**src/rtl/lane_enc_pkg.sv**
```systemverilog
// Shared constants and block type for the 64b/66b lane block encoder.
package lane_enc_pkg;

    localparam int unsigned BYTES_PER_BLOCK = 8;
    localparam int unsigned BYTE_W          = 8;
    localparam int unsigned PAYLOAD_W       = 64;
    localparam int unsigned BLOCK_W         = 66;
    localparam int unsigned IDX_W           = 3;
    localparam int unsigned LFSR_W          = 23;

    localparam logic [1:0] SYNC_DATA = 2'b10;
    localparam logic [1:0] SYNC_OS   = 2'b01;

    // x^23+x^21+x^16+x^8+x^5+x^2+1, exponent k mapped to state bit k-1
    localparam logic [LFSR_W-1:0] LFSR_TAPS  = 23'h508092;
    localparam logic [LFSR_W-1:0] LANE0_SEED = 23'h1DBFBC;
    localparam logic [LFSR_W-1:0] LANE1_SEED = 23'h0607BB;

    typedef struct packed {
        logic [PAYLOAD_W-1:0] payload;
        logic [1:0]           sync;
    } lane_block_t;

endpackage

```
**src/rtl/lane_block_packer.sv**
```systemverilog
// Per-lane byte slotting into a 64-bit payload and registered block output.
// Optional payload scrambler enabled by LANE_BLOCK_SCRAMBLE_EN.
module lane_block_packer
    import lane_enc_pkg::*;
#(
    parameter logic [LFSR_W-1:0] SEED = LANE0_SEED
) (
    input  logic              clk,
    input  logic              rst,
    input  logic              accept,
    input  logic              reload,
    input  logic [IDX_W-1:0]  idx,
    input  logic [BYTE_W-1:0] data,
    input  logic [1:0]        sync,
    output lane_block_t       block
);

    logic [PAYLOAD_W-1:0] payload;
    logic [PAYLOAD_W-1:0] payload_nx;
    logic [BYTE_W-1:0]    data_s;

`ifdef LANE_BLOCK_SCRAMBLE_EN
    logic [LFSR_W-1:0] lfsr;
    logic [LFSR_W-1:0] lfsr_nx;

    // LSB first: each bit uses the current MSB, then the register steps once
    always_comb begin
        lfsr_nx = lfsr;
        data_s  = data;
        for (int i = 0; i < BYTE_W; i++) begin
            data_s[i] = data[i] ^ lfsr_nx[LFSR_W-1];
            lfsr_nx   = {lfsr_nx[LFSR_W-2:0], ^(lfsr_nx & LFSR_TAPS)};
        end
    end

    always_ff @(posedge clk) begin
        if (rst || reload) begin
            lfsr <= SEED;
        end else if (accept) begin
            lfsr <= lfsr_nx;
        end
    end
`else
    logic unused_scr;
    assign unused_scr = &{1'b0, reload, SEED};
    assign data_s     = data;
`endif

    // Slot 0 starts a fresh payload
    always_comb begin
        payload_nx = (idx == '0) ? '0 : payload;
        payload_nx[{idx, 3'b000} +: BYTE_W] = data_s;
    end

    always_ff @(posedge clk) begin
        if (rst) begin
            payload <= '0;
            block   <= '0;
        end else if (accept) begin
            payload <= payload_nx;
            if (idx == IDX_W'(BYTES_PER_BLOCK - 1)) begin
                block <= '{payload: payload_nx, sync: sync};
            end
        end
    end

endmodule

```
**src/rtl/lane_block_encoder.sv**
```systemverilog
// Two-lane 64b/66b block encoder: shared byte counter, type latch, valid and error strobes.
// Build with LANE_BLOCK_SCRAMBLE_EN to scramble the payload per lane.
module lane_block_encoder
    import lane_enc_pkg::*;
(
    input  logic              clk,
    input  logic              rst,
    input  logic              enable_enc,
    input  logic              data_os,
    input  logic [BYTE_W-1:0] lane_0_in,
    input  logic [BYTE_W-1:0] lane_1_in,
    output lane_block_t       lane_0_block,
    output lane_block_t       lane_1_block,
    output logic              block_valid,
    output logic              os_mix_err
);

    logic [IDX_W-1:0] byte_idx;
    logic             blk_type;
    logic             low_prev;
    logic             drop;
    logic [1:0]       sync;

    assign drop = !enable_enc && low_prev;
    assign sync = blk_type ? SYNC_DATA : SYNC_OS;

    // A second consecutive idle cycle abandons the partial block
    always_ff @(posedge clk) begin
        if (rst) begin
            byte_idx    <= '0;
            blk_type    <= 1'b0;
            low_prev    <= 1'b0;
            block_valid <= 1'b0;
            os_mix_err  <= 1'b0;
        end else begin
            block_valid <= 1'b0;
            os_mix_err  <= 1'b0;
            if (enable_enc) begin
                low_prev <= 1'b0;
                byte_idx <= byte_idx + IDX_W'(1);
                if (byte_idx == '0) begin
                    blk_type <= data_os;
                end else if (data_os != blk_type) begin
                    os_mix_err <= 1'b1;
                end
                if (byte_idx == IDX_W'(BYTES_PER_BLOCK - 1)) begin
                    block_valid <= 1'b1;
                end
            end else begin
                low_prev <= 1'b1;
                if (low_prev) begin
                    byte_idx <= '0;
                end
            end
        end
    end

    lane_block_packer #(.SEED(LANE0_SEED)) u_lane_0 (
        .clk    (clk),
        .rst    (rst),
        .accept (enable_enc),
        .reload (drop),
        .idx    (byte_idx),
        .data   (lane_0_in),
        .sync   (sync),
        .block  (lane_0_block)
    );

    lane_block_packer #(.SEED(LANE1_SEED)) u_lane_1 (
        .clk    (clk),
        .rst    (rst),
        .accept (enable_enc),
        .reload (drop),
        .idx    (byte_idx),
        .data   (lane_1_in),
        .sync   (sync),
        .block  (lane_1_block)
    );

endmodule
```
**config.mk**
```make
export PLATFORM = sky130hd
export DESIGN_NAME = lane_block_encoder
export DESIGN_NICKNAME = d
export VERILOG_FILES = /design/src/rtl/lane_enc_pkg.sv /design/src/rtl/lane_block_packer.sv /design/src/rtl/lane_block_encoder.sv
export SDC_FILE = /design/constraint.sdc
export NUM_CORES = 1
export LEC_CHECK = 0
export BUFFER_PORTS_ARGS = -buffer_cell sky130_fd_sc_hd__buf_4
export CORE_MARGIN = 4
export CORE_UTILIZATION = 55
export CTS_CLUSTER_DIAMETER = 40
export DETAILED_ROUTE_END_ITERATION = 10
export GPL_ROUTABILITY_DRIVEN = 0
export GPL_TIMING_DRIVEN = 1
export PLACE_DENSITY = 0.77
export SETUP_SLACK_MARGIN = 0.3
export SYNTH_ARGS = -nofsm -noshare
export SYNTH_HDL_FRONTEND = slang
export SYNTH_SLANG_ARGS = --single-unit
```
**constraint.sdc**
```tcl
create_clock -name clk -period 6.36 [get_ports clk]
set_clock_uncertainty 0.05 [all_clocks]
set_input_delay 0.636 -clock clk [delete_from_list [all_inputs] [get_ports clk]]
set_output_delay 0.636 -clock clk [all_outputs]
set_load 0.1 [all_outputs]
```
=== Word-level counts from Yosys, hierarchy flattened ===
Index checks and enable logic that the tools add are counted.

* Register bits: 265
* Input bits: 20
* Logic and storage cells: 34
* Output and inout bits: 134

* Shift-type cells: 3
* Bitwise operators: 1
* Equal/unequal tests: 2
* Add/subtract/negate cells: 2
* Muxes and demuxes: 10
* Reductions and logical operators: 6

{| class="wikitable"
|+ Operators with widths
! operator !! count
|-
| 64-bit bitwise mux || 2
|-
| 64-bit two-way mux || 2
|-
| 8-bit by 8-bit variable part select with 64-bit output || 2
|-
| 8-bit by 8-bit variable shift with 64-bit output (first input constant) || 1
|-
| 6-bit negation with 8-bit output || 1
|-
| 3-bit two-way mux || 2
|-
| 2-bit AND reduction || 2
|-
| 3-bit by 1-bit adder with 3-bit output (second input constant) || 1
|-
| 3-bit == test (second input constant) || 1
|-
| 3-bit logical NOT || 1
|-
| 1-bit two-way mux || 3
|-
| 3-bit OR reduction || 1
|-
| 2-bit two-way mux || 1
|-
| 2-bit nonzero test || 1
|-
| 2-bit OR reduction || 1
|-
| 1-bit != test || 1
|-
| 1-bit inverter || 1
|}

=== Longest topological paths before layout ===
Gate-level depths: netlist of the first run.

* Depth in word-level cells: 3
* Gate-level depth with buffers: 11
* Depth with buffers taken out: 6

=== Hierarchy ===
A second synthesis of the first run with hierarchy kept.

* Cell total of the unflattened synthesis: 1,277
* Area, all modules: 11,567.3 µm²

{| class="wikitable"
|+ Modules (own cells, without submodules)
! module !! seq. area each (µm²) !! cells each !! times used !! area an instance (µm²)
|-
| lane_block_packer at u_lane_1 || 2,602.5 || 666 || 1 || 5,739.3
|-
| lane_block_packer at u_lane_0 || 2,602.5 || 578 || 1 || 5,495.3
|-
| lane_block_encoder || 140.1 || 33 || 1 || 332.8
|}

=== Worst setup path after synthesis of the first run ===
OpenSTA, ideal clock, no wires.

* Kind: flip-flop to flip-flop
* Start point: register byte_idx[0]
* End point: register u_lane_0.payload[46]
* Arrival: 2.362 ns
* Period minus slack after synthesis: 2.529 ns
* Library setup time: 0.117 ns
* Stages on the path, launching flop included: 12
* Data required time: 6.193 ns
* Buffers on the path: 5
* Slack: 3.831 ns
* Cell sequence: dfxtp_1 buf_4 buf_4 inv_1 ha_1 ha_1 buf_4 nand3b_1 buf_2 a21o_1 buf_2 a32o_1

* Word-level cells in the longest chain between the ends: 3

{| class="wikitable"
|+ Ends and longest elaborated chain
! item !! RTL line !! text
|-
| start: declaration || lane_block_encoder.sv:18 || <nowiki>logic [IDX_W-1:0] byte_idx;</nowiki>
|-
| start signal: assignment || lane_block_encoder.sv:40 || <nowiki>byte_idx <= byte_idx + IDX_W'(1);</nowiki>
|-
| 6-bit negation with 8-bit output or 3-bit logical NOT (tied branches) || lane_block_packer.sv:52, lane_block_packer.sv:51 ||
|-
| 8-bit by 8-bit variable part select with 64-bit output (tied with other cells) || lane_block_packer.sv:52 || <nowiki>payload_nx[{idx, 3'b000} +: BYTE_W] = data_s;</nowiki>
|-
| 64-bit bitwise mux * || lane_block_packer.sv:52 ||
|-
| end signal: assignment || lane_block_packer.sv:60 || <nowiki>payload <= payload_nx;</nowiki>
|-
| end: declaration || lane_block_packer.sv:18 || <nowiki>logic [PAYLOAD_W-1:0] payload;</nowiki>
|}

Mark *: on every way between the ends. The rest lies on a longest branch, timed or not.
A chain may end at the register's enable or synchronous reset.

=== Final worst setup path of the first run ===
* Start point: register byte_idx[0]
* End point: register u_lane_0.block[8] (netlist bit)

* Word-level cells in the longest chain between the ends: 3

{| class="wikitable"
|+ Ends and longest elaborated chain
! item !! RTL line !! text
|-
| 6-bit negation with 8-bit output or 3-bit logical NOT (tied branches) || lane_block_packer.sv:52, lane_block_packer.sv:51 ||
|-
| 8-bit by 8-bit variable part select with 64-bit output (tied with other cells) || lane_block_packer.sv:52 ||
|-
| 64-bit bitwise mux || lane_block_packer.sv:52 ||
|-
| end signal: assignment || lane_block_packer.sv:62 || <nowiki>block <= '{payload: payload_nx, sync: sync};</nowiki>
|-
| end: declaration || lane_block_packer.sv:15 || <nowiki>output lane_block_t block</nowiki>
|}

Several ways; a longest one is shown, not always the timed one.

==> results.cfg, run 1 <==
[run_status]
status = complete, no violations

[routing]
drtIter0Drc = 1184
dr.pass1.iters = 5
post_drt_wl_per_cell_um = 21.0
vias = 10100
drcViolationCount = 0
ant_nets = 0
vias_per_cell = 6.50
drt-total-wl_um = 32600

[critical_path]
critPathKind = register to register
critPathMaxFanout = 57
worstPathArrival_ps = 4190
startpoint_type = register
crit_path_end_kind = register
critPathRequiredTime_ps = 6650

[timing]
period_share = 0.612
setup_tns_ps = 0
hold-worst-slack_ps = 402
fmax_ghz = 0.257
hold_viol_final = 0
finalCriticalPeriod_ps = 3890
worst_slew_pin_slew_ps = 1350
relSlewSlack = 0.0950
rsz0062_at_grt = false
slew_violations = 0
setup_viol = 0

[clocking]
cts_resized = 0
cts-root-buf = clkbuf_16
postCtsSetupBuffers = 0
cts.sinks = 265
cts-buffers-inserted = 35
cts_buffer_depth = 3
insertion_delay_ps = 500
clk_pin_slew_ps = 60
htreeDepth = 2
holdBufCountCts = 0
cts_tree = done

[synth]
avgSynthCellArea_um2 = 9.20
netlist_area_um2 = 11200
ys_ff_latch = 265
yosysTopAreaCell = dfxtp_1
synth_compound_area_frac = 0.215
ys.flop_type = dfxtp_1
synthCells = 1213
synthAdderAreaFrac = 0.00561
synth-simple-area-share = 0.174
synth.top_cells.by_count = 265 x dfxtp_1, 137 x nand2_1, 112 x nand4_1
yosys-mux-area-fraction = 0.0574
synth_edf_count = 0
yosys-top-cells-area = dfxtp_1 48%, nand4_1 6.3%, mux2i_1 5.7%, nand2_1 4.6%, a311oi_1 3.8%
synth.most_common_cell = dfxtp_1
synth_top_family_by_area = compound AO/OA/AOI/OAI gates
yosys_warnings = 0
yosysUniqueCellTypes = 47
ys_seq_area_frac = 0.475
synth_top_cell_area_share = 0.475
ys_async_sr_fraction = 0
syn-num-nets = 1238
synth-xor-area-share = 0.000785

[grt]
grt.overflow.total = 0
grt_max_degree = 99
antenna_found_initial = 0
grt_pass1_vias = 9353
track_usage = 0.278
grt_pass1_wl_um = 50900

[run]
max-cap-violations = 0

[die]
rows = 51
die-area_um2 = 22600
initial_core_util = 0.566
coreArea_um2 = 19700
die_w_um = 150
die_h_um = 150
ios = 154

[pwr]
powerDensity_nw_per_um2 = 295
max-vdd-ir-drop_v = 0.000169
cellLeakagePower_nw = 4.84

[place]
portBuffers = 153
dp_cells = 1494
dp_hpwl_um = 19200

[min_path]
hp-class = register to register

[layout]
syn_to_final_growth_pct = 18.4
antenna_cells = 0
finalNonFillerCells = 1554
layout.nets = 1291
drive_above_1_share = 0.183
stage by stage:
| stage | util | worst slack (ps) | total power [mW] | cell area, µm² |
|---|---|---|---|---|
| floorplan | - | 3830 | 1.93 | 11200 |
| global placement | 0.612 | 2700 | 2.00 | 12100 |
| detailed placement | 0.612 | 2640 | 2.00 | 12100 |
| CTS | 0.670 | 2610 | 3.91 | 13200 |
| global route | 0.670 | 2240 | 4.00 | 13200 |
| finish | 0.670 | 2470 | 3.90 | 13200 |
registers in the layout (all words and copies together), names as in the netlist:
register / count
blk_type: 1
block_valid: 1
byte_idx: 3
low_prev: 1
os_mix_err: 1
u_lane_0.block: 64
u_lane_0.payload: 64
u_lane_1.block: 66
u_lane_1.payload: 64
logic make-up after synthesis:
logic type | count (synthesis)
AND/OR/NAND/NOR | 383
AO/OA/AOI/OAI | 316
flip-flops | 265
buffers and inverters | 179
multiplexers | 64
adder cells (fa/ha/maj) | 5
XOR/XNOR | 1
power breakdown:
part | leakage (nW) | internal [mW] | switching (mW)
sequential | 2.14 | 1.67 | 0.00589
clock | 0.543 | 1.21 | 0.715
combinational | 2.16 | 0.0609 | 0.242
routing by layer:
layer / GRT usage / routed length, µm / share of wire
met5: 0 / 0 / 0
met1: 0.404 / 14200 / 0.43
met2: 0.416 / 14600 / 0.45
met3: 0.0485 / 2900 / 0.089
met4: 0.103 / 930 / 0.029
critical path: stages (launching register included):
cell and delay, ps:
dfxtp_1 300, buf_4 480, inv_1 200, ha_1 270
ha_1 430, nor2_1 1080, and2_1 710, o211ai_1 200
layout make-up:
| class | instances | area [µm²] |
|---|---|---|
| repair buffers | 166 | 1250 |
| inverters | 29 | 109 |
| clock inverters | 13 | 160 |
| flip-flops and latches | 265 | 5310 |
| fillers | 1579 | 6500 |
| multi-input cells | 769 | 5080 |
| well taps | 265 | 332 |
| clock buffers | 47 | 983 |
cell usage in the layout (no fill, tap or decap), types with 3 or more instances in the layout:
cell / instances
inv_1: 28
o311ai_0: 47
nand4_1: 112
o32ai_1: 16
a31oi_1: 48
ha_1: 5
a21oi_1: 6
nand3_1: 17
or2_2: 3
a311oi_1: 48
o211ai_1: 16
nand2_1: 137
clkbuf_16: 37
mux2i_1: 64
o21ai_0: 64
and2_1: 19
bufinv_16: 3
a21o_1: 4
clkinv_2: 3
nor2_1: 56
a22o_1: 32
nor2b_1: 8
buf_4: 166
dfxtp_1: 265
a32o_1: 31
nand2b_1: 10
clkbuf_1: 8
clkinvlp_4: 5
path summary, 6_finish.rpt:
path	startpoint	to	slack, ps	depth (start not counted)
hold reg to reg	u_lane_1.block[62]$_SDFFE_PP0P_	u_lane_1.block[62]$_SDFFE_PP0P_	400	2
setup / recovery	byte_idx[0]$_SDFFE_PP0P_	u_lane_0.block[8]$_SDFFE_PP0P_	2470	7
hold / removal	u_lane_1.block[62]$_SDFFE_PP0P_	u_lane_1.block[62]$_SDFFE_PP0P_	400	2
setup reg to reg	byte_idx[0]$_SDFFE_PP0P_	u_lane_0.block[8]$_SDFFE_PP0P_	2470	7
(Power assumes the default switching activity.)
==> inputs of run 2 (changes only) <==
CORE_UTILIZATION = 52   (was 55)
PLACE_DENSITY = 0.76   (was 0.77)
clock period = 3.5 ns   (was 6.36 ns; I/O delays follow)
==> run 2 against run 1 <==
  * Worst hold slack worse by 320 ps
  * Cell count is 1.4% higher
  * Maximum frequency grew 34%
  * Via count is 0.28% higher
  * Critical endpoint is now u_lane_1.block[38]$_SDFFE_PP0P_
==> results.cfg, run 2 (synthesis results as in run 1) <==
[timing]
finalCriticalPeriod_ps = 2910
worst_slew_pin_slew_ps = 1290
relSlewSlack = 0.138
hold_viol_final = 0
rsz0062_at_grt = false
fmax_ghz = 0.343
setup_tns_ps = 0
setup_viol = 0
slew_violations = 0
period_share = 0.832
fin_ws_ps = 587

[grt]
grt_pass1_vias = 9543
grt.overflow.total = 0
grt_max_degree = 102
antenna_found_initial = 0
grt_pass1_wl_um = 52100
track_usage = 0.262

[clocking]
cts.sinks = 265
cts-root-buf = clkbuf_16
insertion_delay_ps = 510
holdBufCountCts = 0
cts_buffer_depth = 3
clk_pin_slew_ps = 60
htreeDepth = 2
postCtsSetupBuffers = 0
cts_resized = 0
cts-buffers-inserted = 35
cts_tree = done

[critical_path]
critPathRequiredTime_ps = 3780
rr_worst_depth = 6
critPathMaxFanout = 17
critPathKind = register to register
timing.rr.start = byte_idx[1]$_SDFFE_PP0P_
r2r_setup_slack_ps = 590
r2r-end = u_lane_1.block[38]$_SDFFE_PP0P_
worstPathArrival_ps = 3200
startpoint_type = register
crit_path_end_kind = register

[die]
initial_core_util = 0.529
die-area_um2 = 23900
ios = 154
rows = 53
coreArea_um2 = 21100
die_h_um = 154
die_w_um = 154

[routing]
dr.pass1.iters = 5
drt-total-wl_um = 32800
drtIter0Drc = 1044
vias = 10100
drcViolationCount = 0
vias_per_cell = 6.43
post_drt_wl_per_cell_um = 20.8
ant_nets = 0

[place]
dp_cells = 1515
post_dp_cell_area_um2 = 12200
portBuffers = 153
dp_hpwl_um = 19100
post-place-ws_ps = 708

[layout]
final_cell_mix = 265 x dfxtp_1, 173 x buf_4, 137 x nand2_1
largest_reg_flops = 66
syn_to_final_growth_pct = 20.1
fill_cells = 1770
finalNonFillerCells = 1576
top_register = u_lane_1.block
layout_commonest_cell = dfxtp_1
layout.nets = 1302
antenna_cells = 0
stdcell_area_um2 = 13400
drive_above_1_share = 0.195

[min_path]
hp-start = data_os
whs_path_depth = 3
hold_end = os_mix_err$_SDFF_PP0_
hp-class = primary input to register

[run]
max-cap-violations = 0

[run_status]
status = complete, no violations

[pwr]
max-vdd-ir-drop_v = 0.000323
cellLeakagePower_nw = 4.95
powerDensity_nw_per_um2 = 542
-- run 2: power breakdown --
group	total, mW	internal, mW	switching [mW]
clock network	3.64	2.27	1.37
logic	0.575	0.128	0.447
registers	3.04	3.03	0.0101
total	7.26	5.43	1.83
-- run 2: metal layers --
layer | vias to the layer above | share of wire | GRT usage | wire length [µm]
met5 | - | 0 | 0 | 0
li1 | 4702 | - | - | -
met2 | 480 | 0.46 | 0.409 | 15000
met1 | 4906 | 0.44 | 0.377 | 14600
met4 | 0 | 0.024 | 0.0845 | 799
met3 | 48 | 0.075 | 0.0386 | 2470
-- run 2: metrics by stage --
| stage | util | power [mW] | hold WS [ps] |
|---|---|---|---|
| 3_5_place_dp | 0.579 | 3.66 | 393 |
| 6_report | 0.635 | 7.26 | 82.8 |
| 5_1_grt | 0.635 | 7.46 | 98.8 |
| 4_1_cts | 0.635 | 7.28 | 76.9 |
| 2_1_floorplan | - | 3.51 | 376 |
| 3_3_place_gp | 0.579 | 3.66 | 387 |
-- run 2: critical path, stage by stage (launching register included) --
cell      delay [ps]
dfxtp_1          460
inv_1             70
ha_1             200
ha_1             490
nand2b_1         570
o311ai_0         700
a311oi_1         190
-- run 2: final cells by class --
type	instances	area, µm²	area share
sequential	265	5310	0.396
multi-input combinational	769	5070	0.379
timing repair buffer	177	1380	0.103
clock buffer	40	915	0.0683
tap	275	344	0.0257
clock inverter	21	274	0.0205
inverter	29	109	0.00812
-- run 2: worst max path at each step --
| stage | cells after the start | end | slack (ps) | startpoint |
|---|---|---|---|---|
| after CTS | 6 | u_lane_0.block[35]$_SDFFE_PP0P_ | 670 | byte_idx[1]$_SDFFE_PP0P_ |
| after global routing | 6 | u_lane_0.block[35]$_SDFFE_PP0P_ | 430 | byte_idx[1]$_SDFFE_PP0P_ |
| after global placement | 6 | u_lane_0.block[35]$_SDFFE_PP0P_ | 810 | byte_idx[1]$_SDFFE_PP0P_ |
| after floorplan | 11 | u_lane_0.payload[46]$_SDFFE_PP0P_ | 970 | byte_idx[0]$_SDFFE_PP0P_ |
| final | 6 | u_lane_1.block[38]$_SDFFE_PP0P_ | 590 | byte_idx[1]$_SDFFE_PP0P_ |
| after detailed placement | 6 | u_lane_0.payload[8]$_SDFFE_PP0P_ | 710 | byte_idx[1]$_SDFFE_PP0P_ |
